File: config.mk
export PLATFORM = sky130hd
export DESIGN_NAME = alu_result_buffer
export DESIGN_NICKNAME = d
export VERILOG_FILES = /design/src/rtl/alu_result_buffer.sv
export SDC_FILE = /design/constraint.sdc
export NUM_CORES = 1
export LEC_CHECK = 0
export CAP_MARGIN = 25
export CELL_PAD_IN_SITES_DETAIL_PLACEMENT = 0
export CELL_PAD_IN_SITES_GLOBAL_PLACEMENT = 1
export CORE_MARGIN = 3
export CORE_UTILIZATION = 31
export CTS_BUF_LIST = sky130_fd_sc_hd__clkbuf_8 sky130_fd_sc_hd__clkbuf_16
export DETAILED_ROUTE_END_ITERATION = 16
export PLACE_DENSITY = 0.7
export RECOVER_POWER = 25
export SYNTH_ARGS = -nofsm -noshare
export SYNTH_HDL_FRONTEND = slang
export SYNTH_SLANG_ARGS = --single-unit
File: constraint.sdc
create_clock -name clk_i -period 3.5 [get_ports clk_i]
set_input_delay 0.7 -clock clk_i [delete_from_list [all_inputs] [get_ports clk_i]]
set_output_delay 0.7 -clock clk_i [all_outputs]
set_load 0.01 [all_outputs]
File: src/rtl/alu_result_buffer.sv
// ALU result buffer: accepts ALU requests over valid/ready, captures each
// combinational ALU result into an in-order FIFO, and returns results with
// their trans_id over a second valid/ready handshake. The FIFO depth may be
// any integer >= 1, and a flush empties it.
module alu_result_buffer #(
  parameter int unsigned XLEN          = 64,
  parameter int unsigned TRANS_ID_BITS = 5,
  // Flat request word; the trans_id tag occupies bits [TRANS_ID_BITS-1:0].
  parameter int unsigned FU_DATA_W     = 32,
  parameter int unsigned DEPTH         = 2,
  localparam int unsigned PtrW         = (DEPTH > 1) ? $clog2(DEPTH) : 1,
  localparam int unsigned CntW         = $clog2(DEPTH + 1)
) (
  input  logic                     clk_i,
  input  logic                     rst_ni,
  input  logic                     flush_i,
  input  logic [FU_DATA_W-1:0]     fu_data_i,
  input  logic                     alu_valid_i,
  output logic                     alu_ready_o,
  output logic [FU_DATA_W-1:0]     alu_fu_data_o,
  input  logic [XLEN-1:0]          alu_result_i,
  input  logic                     alu_branch_res_i,
  output logic                     wb_valid_o,
  input  logic                     wb_ready_i,
  output logic [XLEN-1:0]          wb_result_o,
  output logic                     wb_branch_res_o,
  output logic [TRANS_ID_BITS-1:0] wb_trans_id_o,
  output logic [CntW-1:0]          occupancy_o
);

  logic [XLEN-1:0]          result_q [DEPTH];
  logic                     branch_q [DEPTH];
  logic [TRANS_ID_BITS-1:0] id_q     [DEPTH];

  logic [PtrW-1:0] wr_ptr_q, wr_ptr_d;
  logic [PtrW-1:0] rd_ptr_q, rd_ptr_d;
  logic [CntW-1:0] count_q, count_d;
  logic            push, pop;

  // Handshakes, pass-through and head-of-queue outputs.
  always_comb begin
    alu_fu_data_o   = fu_data_i;
    wb_valid_o      = (count_q != '0);
    // A full buffer still accepts when the consumer is draining the head.
    alu_ready_o     = (count_q < CntW'(DEPTH)) | wb_ready_i;
    push            = alu_valid_i & alu_ready_o & ~flush_i;
    pop             = wb_valid_o & wb_ready_i & ~flush_i;
    wb_result_o     = result_q[rd_ptr_q];
    wb_branch_res_o = branch_q[rd_ptr_q];
    wb_trans_id_o   = id_q[rd_ptr_q];
    occupancy_o     = count_q;
  end

  // Next-state pointers and count; pointers wrap at DEPTH-1, not at 2^PtrW.
  always_comb begin
    wr_ptr_d = wr_ptr_q;
    rd_ptr_d = rd_ptr_q;
    count_d  = count_q;
    if (flush_i) begin
      wr_ptr_d = '0;
      rd_ptr_d = '0;
      count_d  = '0;
    end else begin
      if (push) begin
        wr_ptr_d = (wr_ptr_q == PtrW'(DEPTH - 1)) ? '0 : wr_ptr_q + PtrW'(1);
      end
      if (pop) begin
        rd_ptr_d = (rd_ptr_q == PtrW'(DEPTH - 1)) ? '0 : rd_ptr_q + PtrW'(1);
      end
      if (push && !pop) begin
        count_d = count_q + CntW'(1);
      end else if (pop && !push) begin
        count_d = count_q - CntW'(1);
      end
    end
  end

  // Pointer and count registers.
  always_ff @(posedge clk_i or negedge rst_ni) begin
    if (!rst_ni) begin
      wr_ptr_q <= '0;
      rd_ptr_q <= '0;
      count_q  <= '0;
    end else begin
      wr_ptr_q <= wr_ptr_d;
      rd_ptr_q <= rd_ptr_d;
      count_q  <= count_d;
    end
  end

  // Entry storage; cleared on reset so head outputs read zero, left as-is on flush.
  always_ff @(posedge clk_i or negedge rst_ni) begin
    if (!rst_ni) begin
      for (int i = 0; i < DEPTH; i++) begin
        result_q[i] <= '0;
        branch_q[i] <= 1'b0;
        id_q[i]     <= '0;
      end
    end else if (push) begin
      result_q[wr_ptr_q] <= alu_result_i;
      branch_q[wr_ptr_q] <= alu_branch_res_i;
      id_q[wr_ptr_q]     <= fu_data_i[TRANS_ID_BITS-1:0];
    end
  end

endmodule

==> impl_metrics.csv <==
group,metric,value,unit
outcome,status,"finished, violations left",
outcome,violations,"max-capacitance violations, max-slew violations",
pwr,ir_worst_vdd,0.303,mV
timing,fmax,349,MHz
cts,clk_path_buf_depth,2,
yosys,synth.avg_cell_area,15.1,µm²
global_route,grt_max_degree,66,
detailed_routing,finalWirelength,13900,µm
detailed_routing,initialDrtViolationCount,73,
cts,cts_setup_buffers,0,
cells_and_area,layout-drive-gt1-share,43.1,%
yosys,synth-seq-area-share,55.4,%
floorplanning,core_area,20400,µm²
cells_and_area,fillers,1900,
flow_run,max-cap-violations,1,
timing,layout_setup_ws,0.631,ns
setup_path,crit_fanout,39,
setup_path,r2r_slack,1.57,ns
timing,maxSlewViolCount,65,
global_route,grt_usage,12.5,%
floorplanning,dieHeight,151,µm
floorplanning,die_area,22700,µm²
yosys,synth_cells,431,
setup_path,arrival,2.17,ns
yosys,yosysUniqueCellTypes,24,
timing,fin_worst_skew,0.00523,ns
timing,grt_setup_unrepaired,"false",
yosys,ys_warn_count,0,
setup_path,r2r_cells,5,
placement,io_buffers,153,
setup_path,crit_path_end_kind,"output port",
cts,cts_resized,0,
setup_path,crit_path_start_kind,"register",
cts,cts_sinks,144,
timing,period_share,82.0,%
detailed_routing,ant_nets,0,
placement,finalWeightedCongestion,0.703,
hold_path,hold_class,"reg -> reg",
detailed_routing,first_pass_iters,4,
timing,max_slew_margin,-11.6,%
cells_and_area,layout.nets,659,
yosys,synth_seq_cells,144,
cts,cts_buffers,17,
hold_path,worstHoldStart,"result_q[87]$_DFFE_PN0P_",
pwr,power_density,624,nW/µm²
global_route,grt_pass1_vias,4337,
hold_path,whs_endpoint,"result_q[87]$_DFFE_PN0P_",
hold_path,hold_depth,1,
setup_path,critPathMaxStageDelay,0.51,ns
cells_and_area,area_delta_synth_final,33.0,%
placement,place_ws,0.687,ns
cts,cts.clk_slew.worst_paths,0.06,ns
setup_path,reg2reg_from,"occupancy_o[1]$_DFFE_PN0P_",
yosys,syn_nets,533,
timing,hold_viol,0,
detailed_routing,vias,3840,
placement,place_hpwl,9300,µm
timing,setup_viol,0,
cts,hold_buffers,0,
global_route,antenna_found_initial,0,
yosys,netlist_area,6500,µm²
detailed_routing,drc_errors,0,
global_route,overflow,0,
global_route,grt_pass1_wl,22100,µm
cts,clk-insertion-delay-late,0.41,ns
setup_path,worst_ep_required_time,2.80,ns
floorplanning,boundaryPins,208,
cts,cts_tree,"done",
setup_path,path_class,"reg -> out",
timing,finalCriticalPeriod,2.87,ns
floorplanning,rows,52,
cells_and_area,diodes,0,
setup_path,slowest_stage,"clkdlybuf4s50_1",
setup_path,reg2reg_to,"result_q[59]$_DFFE_PN0P_",
pwr,leakagePower,3.54,nW
timing,fin_tns_setup,0,ns
cts,htreeDepth,4,
setup_path,path_cells,"buf_4 > mux2_2 > clkdlybuf4s50_1",
floorplanning,die_w,151,µm
detailed_routing,wire_per_inst,16.6,µm
floorplanning,start_util,31.8,%
timing,tightestPinTransition,1.67,ns
detailed_routing,routed_via_density,4.58,
cts,ctsRootBufferMaster,"clkbuf_16",
[worst max-delay path, delay by kind of cell, from the launching register on]
kind | cells | cell delay (ns)
buf+inv | 2 | 0.97
flops | 1 | 0.35
mux | 1 | 0.40
[kinds of logic (layout without fill, tap and decap cells)]
| logic type | Yosys count | after routing | share of synthesized area, % |
|---|---|---|---|
| compound gates | 8 | 8 | 0.673 |
| flops | 144 | 144 | 55.4 |
| buf+inv | 56 | 193 | 6.02 |
| simple gates | 11 | 11 | 1.23 |
| mux | 211 | 211 | 36.5 |
| xor+xnor | 1 | 1 | 0.135 |
[synthesized netlist by cell type]
library cell | instances | area, µm²
mux2_2 | 203 | 2290
dfrtp_1 | 144 | 3600
buf_4 | 32 | 240
clkbuf_1 | 8 | 30.0
buf_2 | 7 | 35.0
buf_6 | 7 | 78.8
mux2_1 | 7 | 78.8
a21oi_1 | 3 | 15.0
nor2_1 | 3 | 11.3
o21ai_0 | 3 | 15.0
a31oi_1 | 1 | 6.26
and2b_1 | 1 | 7.51
and3_1 | 1 | 6.26
inv_1 | 1 | 3.75
inv_2 | 1 | 3.75
mux2i_1 | 1 | 10.0
nand2b_1 | 1 | 6.26
nand4b_1 | 1 | 8.76
nor2b_1 | 1 | 6.26
nor4_4 | 1 | 21.3
o21a_1 | 1 | 7.51
or2_2 | 1 | 6.26
or3_1 | 1 | 6.26
xor2_1 | 1 | 8.76
[power breakdown]
| group | leakage, nW | internal, mW | switching (mW) |
|---|---|---|---|
| Sequential | 1.72 | 2.06 | 0.180 |
| Combinational | 1.54 | 0.893 | 0.477 |
| Clock | 0.281 | 1.09 | 0.685 |
| Total | 3.54 | 4.05 | 1.34 |
[metrics by stage]
stage	total power, mW	hold WS [ns]	instances	area [µm²]	utilization [%]
detailed placement	3.67	0.479	808	8080	39.5
floorplan	3.02	0.404	431	6500	-
global placement	3.61	0.463	808	8080	39.5
CTS	5.49	0.281	838	8660	42.4
global route	5.70	0.507	838	8650	42.3
finish	5.39	0.484	838	8650	42.3
[per-layer routing]
layer / vias to the layer above / global-route usage [%] / part of all wire (%)
met2: 102 / 20.6 / 49
li1: 1753 / - / -
met1: 1970 / 14.9 / 42
met5: - / 0 / 0
met4: 0 / 3.94 / 1.1
met3: 15 / 4.97 / 8.1
[worst max-delay path by stage]
stage	from	cells past startpoint	end
2_1_floorplan	rd_ptr_q$_DFFE_PN0P_	3	wb_result_o[32]
3_3_place_gp	wb_ready_i	4	alu_ready_o
3_5_place_dp	wb_ready_i	4	alu_ready_o
5_1_grt	rd_ptr_q$_DFFE_PN0P_	3	wb_result_o[4]
4_1_cts	rd_ptr_q$_DFFE_PN0P_	3	wb_result_o[52]
6_report	rd_ptr_q$_DFFE_PN0P_	3	wb_result_o[1]
[flip-flops by register name, indices dropped and copies added (netlist names)]
signal and count:
wr_ptr_q 1, id_q 10, rd_ptr_q 1, occupancy_o 2, branch_q 2, result_q 128
[cells in the final DEF (no fill, tap or decap), drive strengths merged, types with 2 or more instances in the layout]
master,netlist,layout
buf,46,8
clkinv,0,4
a21oi,3,3
o21ai,3,3
clkdlybuf4s50,0,152
dfrtp,144,144
inv,2,3
clkbuf,8,21
bufinv,0,2
clkinvlp,0,3
mux2,210,210
nor2,3,3
[layout make-up]
| cell class | instances | area [µm²] | share of cell area [%] |
|---|---|---|---|
| Multi-Input combinational cell | 231 | 2510 | 29.0 |
| Tap cell | 270 | 338 | 3.91 |
| Clock buffer | 20 | 467 | 5.40 |
| Clock inverter | 10 | 114 | 1.32 |
| Sequential cell | 144 | 3600 | 41.7 |
| Timing Repair Buffer | 161 | 1610 | 18.6 |
| Inverter | 2 | 7.51 | 0.0868 |
No activity file was read; power rests on OpenSTA's default activity.
==> patch 1, RTL diff (same flow settings) <==
Set the parameter `XLEN` to 32 (it was 64).
--- a/src/rtl/alu_result_buffer.sv
+++ b/src/rtl/alu_result_buffer.sv
@@ -3,7 +3,7 @@
 // their trans_id over a second valid/ready handshake. The FIFO depth may be
 // any integer >= 1, and a flush empties it.
 module alu_result_buffer #(
-  parameter int unsigned XLEN          = 64,
+  parameter int unsigned XLEN          = 32,
   parameter int unsigned TRANS_ID_BITS = 5,
   // Flat request word; the trans_id tag occupies bits [TRANS_ID_BITS-1:0].
   parameter int unsigned FU_DATA_W     = 32,
Ports: changed (resized alu_result_i and wb_result_o); port bits go from 208 to 144. No check against the original RTL was run, so the function may have changed too.
==> patch 1 against the unedited design <==
The run still ends with capacitance limit, slew limit left. Worst setup slack got worse by 71 ps. Sequential cell count decreased by 64. Via count decreased by 43%. Synthesized area decreased by 40%. Core utilization decreased by 1.1 points. Routed wire length decreased by 46%. Critical path depth unchanged. Final area decreased by 42%. Power decreased by 44%. Critical path type unchanged. Largest power group unchanged.
==> patch 1: results (changes against the unedited design) <==
* Filler instances at 1146 (was 1900)
* Pleak at 2.115 nW (was 3.541 nW)
* Share of cells above drive strength 1 at 36.50% (was 43.13%)
* Count of cell types in the netlist at 25 (was 24)
* Largest stage delay, worst path at 750 ps (was 510 ps)
* Initial DRC Count at 80 (was 73)
* R2R cell count at 4 (was 5)
* Critical path's slowest cell: dfrtp_2 (was clkdlybuf4s50_1)
* First-pass GRT wire length at 12650 um (was 22060 um)
* Failing checks: capacitance limit, slew limit (unchanged)
* Via/cell ratio at 4.462 (was 4.582)
* Placed Area at 4659 sq um (was 8075 sq um)
* WL per Instance at 15.19 um (was 16.61 um)
* Routability Congestion at 0.7035 (was 0.7028)
* Detailed Place HPWL at 4762 um (was 9300 um)
* Vias in the first global route at 2483 (was 4337)
* Worst-path fanout max at 23 (was 39)
* Period utilization at 84.01% (was 81.97%)
* Slew margin rel. at -50.40% (was -11.58%)
* Post-synth top cells: dfrtp_1, mux2_2, buf_4 (was mux2_2, dfrtp_1, buf_4)
* Post-synth net total at 331 (was 533)
* Port Buffer Count at 89 (was 153)
* Biggest regs: result_q (64), id_q (10) (was result_q (128), id_q (10))
* Largest net degree at the start of global routing at 81 (was 66)
* Max_cap viols at 1 (unchanged)
* Status: finished with violations (unchanged)
* Worst-Skew Late Latency at 320 ps (was 410 ps)
* Seq/Total Area, Yosys at 51.66% (was 55.42%)
* Final Max Slew Viols at 41 (was 65)
* DP Worst Slack at 783.8 ps (was 687.3 ps)
* Design Area, Final at 4997 sq um (was 8650 sq um)
==> patch 1: area by class of cell <==
class	count	share of cell area [%]
clock inverter	4	1.377
tap	168	4.206
inverter	2	0.1502
sequential	80	40.09
multi-input combinational	135	30.17
timing repair buffer	94	18.95
clock buffer	11	5.058
==> patch 1: power groups by stage <==
stage	registers, mW	logic (mW)	clock network [mW]
after floorplan	1.23	0.494	0
after global placement	1.26	0.775	0
after detailed placement	1.27	0.787	0
after CTS	1.26	0.792	1.04
after global routing	1.29	0.838	1.09
final	1.26	0.777	1.00
==> patch 1: how the worst min path moves through the flow <==
stage,from,endpoint,slack [ps],cells after the start
CTS,id_q[8],id_q[8],490,1
global route,result_q[52],result_q[52],500,1
global placement,result_q[52],result_q[52],460,1
detailed placement,result_q[61],result_q[61],470,1
floorplan,rst_ni,branch_q[0],400,0
finish,result_q[62],result_q[62],480,1
==> patch 1: per-layer routing <==
layer  part of all wire [%]  vias to the layer above  global-route usage, %
met2                     48                       67                  18.11
met3                    4.6                       14                  3.268
met5                      0                        -                      0
met1                     47                     1116                  14.75
li1                       -                     1007                      -
met4                    1.1                        0                  3.956
==> patch 1: metrics by stage <==
| stage | cells | hold WS (ps) |
|---|---|---|
| after floorplan | 261 | 404.4 |
| after detailed placement | 478 | 472.1 |
| after CTS | 493 | 489.3 |
| after global placement | 478 | 463.2 |
| after global routing | 494 | 502.3 |
| final | 494 | 481.9 |
==> patch 1: logic make-up (layout without fill, tap and decap cells) <==
group | count (synthesis) | in the layout | share of synthesized area, %
AOI/OAI and AO/OA | 8 | 8 | 1.130
xor gates and xnor gates | 1 | 1 | 0.2261
buffers and inverters | 46 | 111 | 9.428
DFF | 80 | 80 | 51.66
muxes | 115 | 115 | 35.32
and+or+nand+nor | 11 | 11 | 2.228
==> patch 2, RTL diff (config.mk and constraints unchanged) <==
Without the edit above. Reset style: synchronous (`rst_ni`), changed in 2 clocked blocks.
--- a/src/rtl/alu_result_buffer.sv
+++ b/src/rtl/alu_result_buffer.sv
@@ -76,7 +76,7 @@
   end
 
   // Pointer and count registers.
-  always_ff @(posedge clk_i or negedge rst_ni) begin
+  always_ff @(posedge clk_i) begin
     if (!rst_ni) begin
       wr_ptr_q <= '0;
       rd_ptr_q <= '0;
@@ -89,7 +89,7 @@
   end
 
   // Entry storage; cleared on reset so head outputs read zero, left as-is on flush.
-  always_ff @(posedge clk_i or negedge rst_ni) begin
+  always_ff @(posedge clk_i) begin
     if (!rst_ni) begin
       for (int i = 0; i < DEPTH; i++) begin
         result_q[i] <= '0;
Function: differs if rst_ni is asserted again (counterexample within 4 cycles, from zero or initial values and one cycle with rst_ni low); with rst_ni held inactive, the same outputs for 4 cycles.
==> patch 2 against the unedited design <==
Synthesized area up 0.90%. Final area is 1.0% higher. Worst setup slack worse by 180 ps. Critical path depth grew 2. Routed wire length down 3.8%. Sequential cell count is 1 higher. Core utilization up 0.31 points.
Power is not compared: it rests on default switching activity, and its combinational part moved more than twofold at a synthesized area within 25%.
==> patch 2: results (changes against the unedited design) <==
* Top routing layer in use: met4 (unchanged)
* Reg-to-reg critical path startpoint: occupancy_o[1] (unchanged)
* Portion of netlist area occupied by mux cells at 12.32% (was 36.52%)
* Clock skew at 7.232 ps (was 5.232 ps)
* Post-synth EDFFs at 138 (was 0)
* Hold Path Class: flop to flop (unchanged)
* Detailed Place HPWL at 8685 um (was 9300 um)
* Slew margin rel. at 9.922% (was -11.58%)
* CTS Buf Count at 17 (unchanged)
* Ys flop type: edfxtp_1 (was dfrtp_1)
* WP data arrival at 3320 ps (was 2170 ps)
* Status: complete, no violations (was finished with violations)
* Worst-path fanout max at 35 (was 39)
* Grt met1 use at 12.69% (was 14.89%)
* Post-synth ARST share at 0% (was 100.0%)
* Nets at 667 (was 659)
* Hold Crit Start: branch_q[1] (was result_q[87])
* Ant. Diodes at 0 (unchanged)
* Post-Synth XOR/XNOR Area at 0.4005% (was 0.1347%)
* WHS at 469.0 ps (was 483.9 ps)
* Vias in the first global route at 4020 (was 4337)
* First-pass GRT wire length at 20310 um (was 22060 um)
* Routability Congestion at 0.8011 (was 0.7028)
* Met2 Resource Use GR at 20.58% (was 20.63%)
* Postcts setup bufs at 0 (unchanged)
* Initial DRC Count at 150 (was 73)
* WL met2 at 6694 um (was 6790 um)
* Seq/Total Area, Yosys at 65.29% (was 55.42%)
* Worst-Skew Late Latency at 410 ps (about the same)
* M1 WL at 5347 um (was 5843 um)
* Clock Path Buffers at 2 (unchanged)
* Worst Hold Path Cells at 2 (was 1)
* Routing usage on met3 at 4.194% (was 4.967%)
* Post-synth net total at 542 (was 533)
* Post-synth top cells: and2_1, edfxtp_1, mux2_2 (was mux2_2, dfrtp_1, buf_4)
* Share of cells above drive strength 1 at 19.58% (was 43.13%)
* Pleak at approximately 3.2 nW
* R2r setup slk at 1010 ps (was 1570 ps)
* Synth top area cells: edfxtp_1, and2_1, mux2_2 (was dfrtp_1, mux2_2, buf_4)
* Adder-Cell Fraction of Synth Area at 0.1907% (was 0%)
* Sw power at 0.9006 mW
* Synth warn at 0 (unchanged)
* Largest net degree at the start of global routing at 71 (was 66)
* Via count at 3679 (was 3840)
* Placed Area at 8133 sq um (was 8075 sq um)
* Clock transition at the registers of the reported paths at 60 ps (about the same)
* WL per Instance at 15.80 um (was 16.61 um)
* Detail Route met3 WL at 1059 um (was 1130 um)
* Count of cell types in the netlist at 25 (was 24)
* Final setup TNS at 0 ps (unchanged)
* Tot GR Track Use at 11.65% (was 12.46%)
* Port Buffer Count at 153 (unchanged)
* Initial antenna violation count at 0 (unchanged)
* RR Endpoint: result_q[0][28] (was result_q[59])
* Congestion Overflow GR at 0 (unchanged)
* R2R cell count at 4 (was 5)
* Compound-cell area share of the yosys netlist at 0.3814% (was 0.6735%)
* Hold EP: branch_q[1] (was result_q[87])
* Filler instances at 1880 (was 1900)
* Setup crit start: rst_ni (was rd_ptr_q)
==> patch 2: logic make-up (layout without fill, tap and decap cells) <==
logic type               Yosys count  in the layout
multiplexers                      72             72
AO/OA/AOI/OAI                      5              5
flip-flops                       145            145
XOR/XNOR                           3              3
buffers and inverters             57            195
AND/OR/NAND/NOR                  156            156
adder cells (fa/ha/maj)            1              1
==> patch 2: worst max-delay path by stage <==
stage	slack, ps	to	cells after the start
floorplan	160	id_q[1][0]	4
global placement	700	result_q[0][29]	5
detailed placement	660	result_q[1][29]	5
CTS	440	wb_result_o[12]	3
global route	210	result_q[0][34]	5
finish	450	result_q[0][21]	5
==> patch 2: power groups by stage <==
stage / registers (mW) / logic [mW] / clock network (mW)
floorplan: 2.05 / 0.208 / 0
CTS: 2.01 / 0.441 / 2.01
finish: 2.01 / 0.426 / 1.97
detailed placement: 2.05 / 0.437 / 0
global placement: 2.05 / 0.436 / 0
global route: 2.02 / 0.460 / 2.08
==> patch 2: cell type report <==
class / instances / area (sq um) / area share [%]
Multi-Input combinational cell: 237 / 1856 / 21.23
Clock buffer: 17 / 425.4 / 4.868
Sequential cell: 145 / 4288 / 49.06
Inverter: 2 / 7.507 / 0.08590
Timing Repair Buffer: 161 / 1610 / 18.43
Clock inverter: 15 / 215.2 / 2.462
Tap cell: 270 / 337.8 / 3.865
==> patch 2: per-stage QoR <==
stage | power (mW) | std cells | worst slack, ps
final | 4.406 | 847 | 454.3
after global routing | 4.557 | 847 | 207.7
after CTS | 4.468 | 847 | 444.0
after detailed placement | 2.488 | 815 | 657.0
after global placement | 2.481 | 815 | 696.5
after floorplan | 2.254 | 439 | 155.8
==> patch 2: worst max-delay path, stage by stage <==
cell	delay, ps
dlygate4sd3_1	650
nand2b_1	240
nor4b_1	430
clkbuf_1	1030
and2_1	260
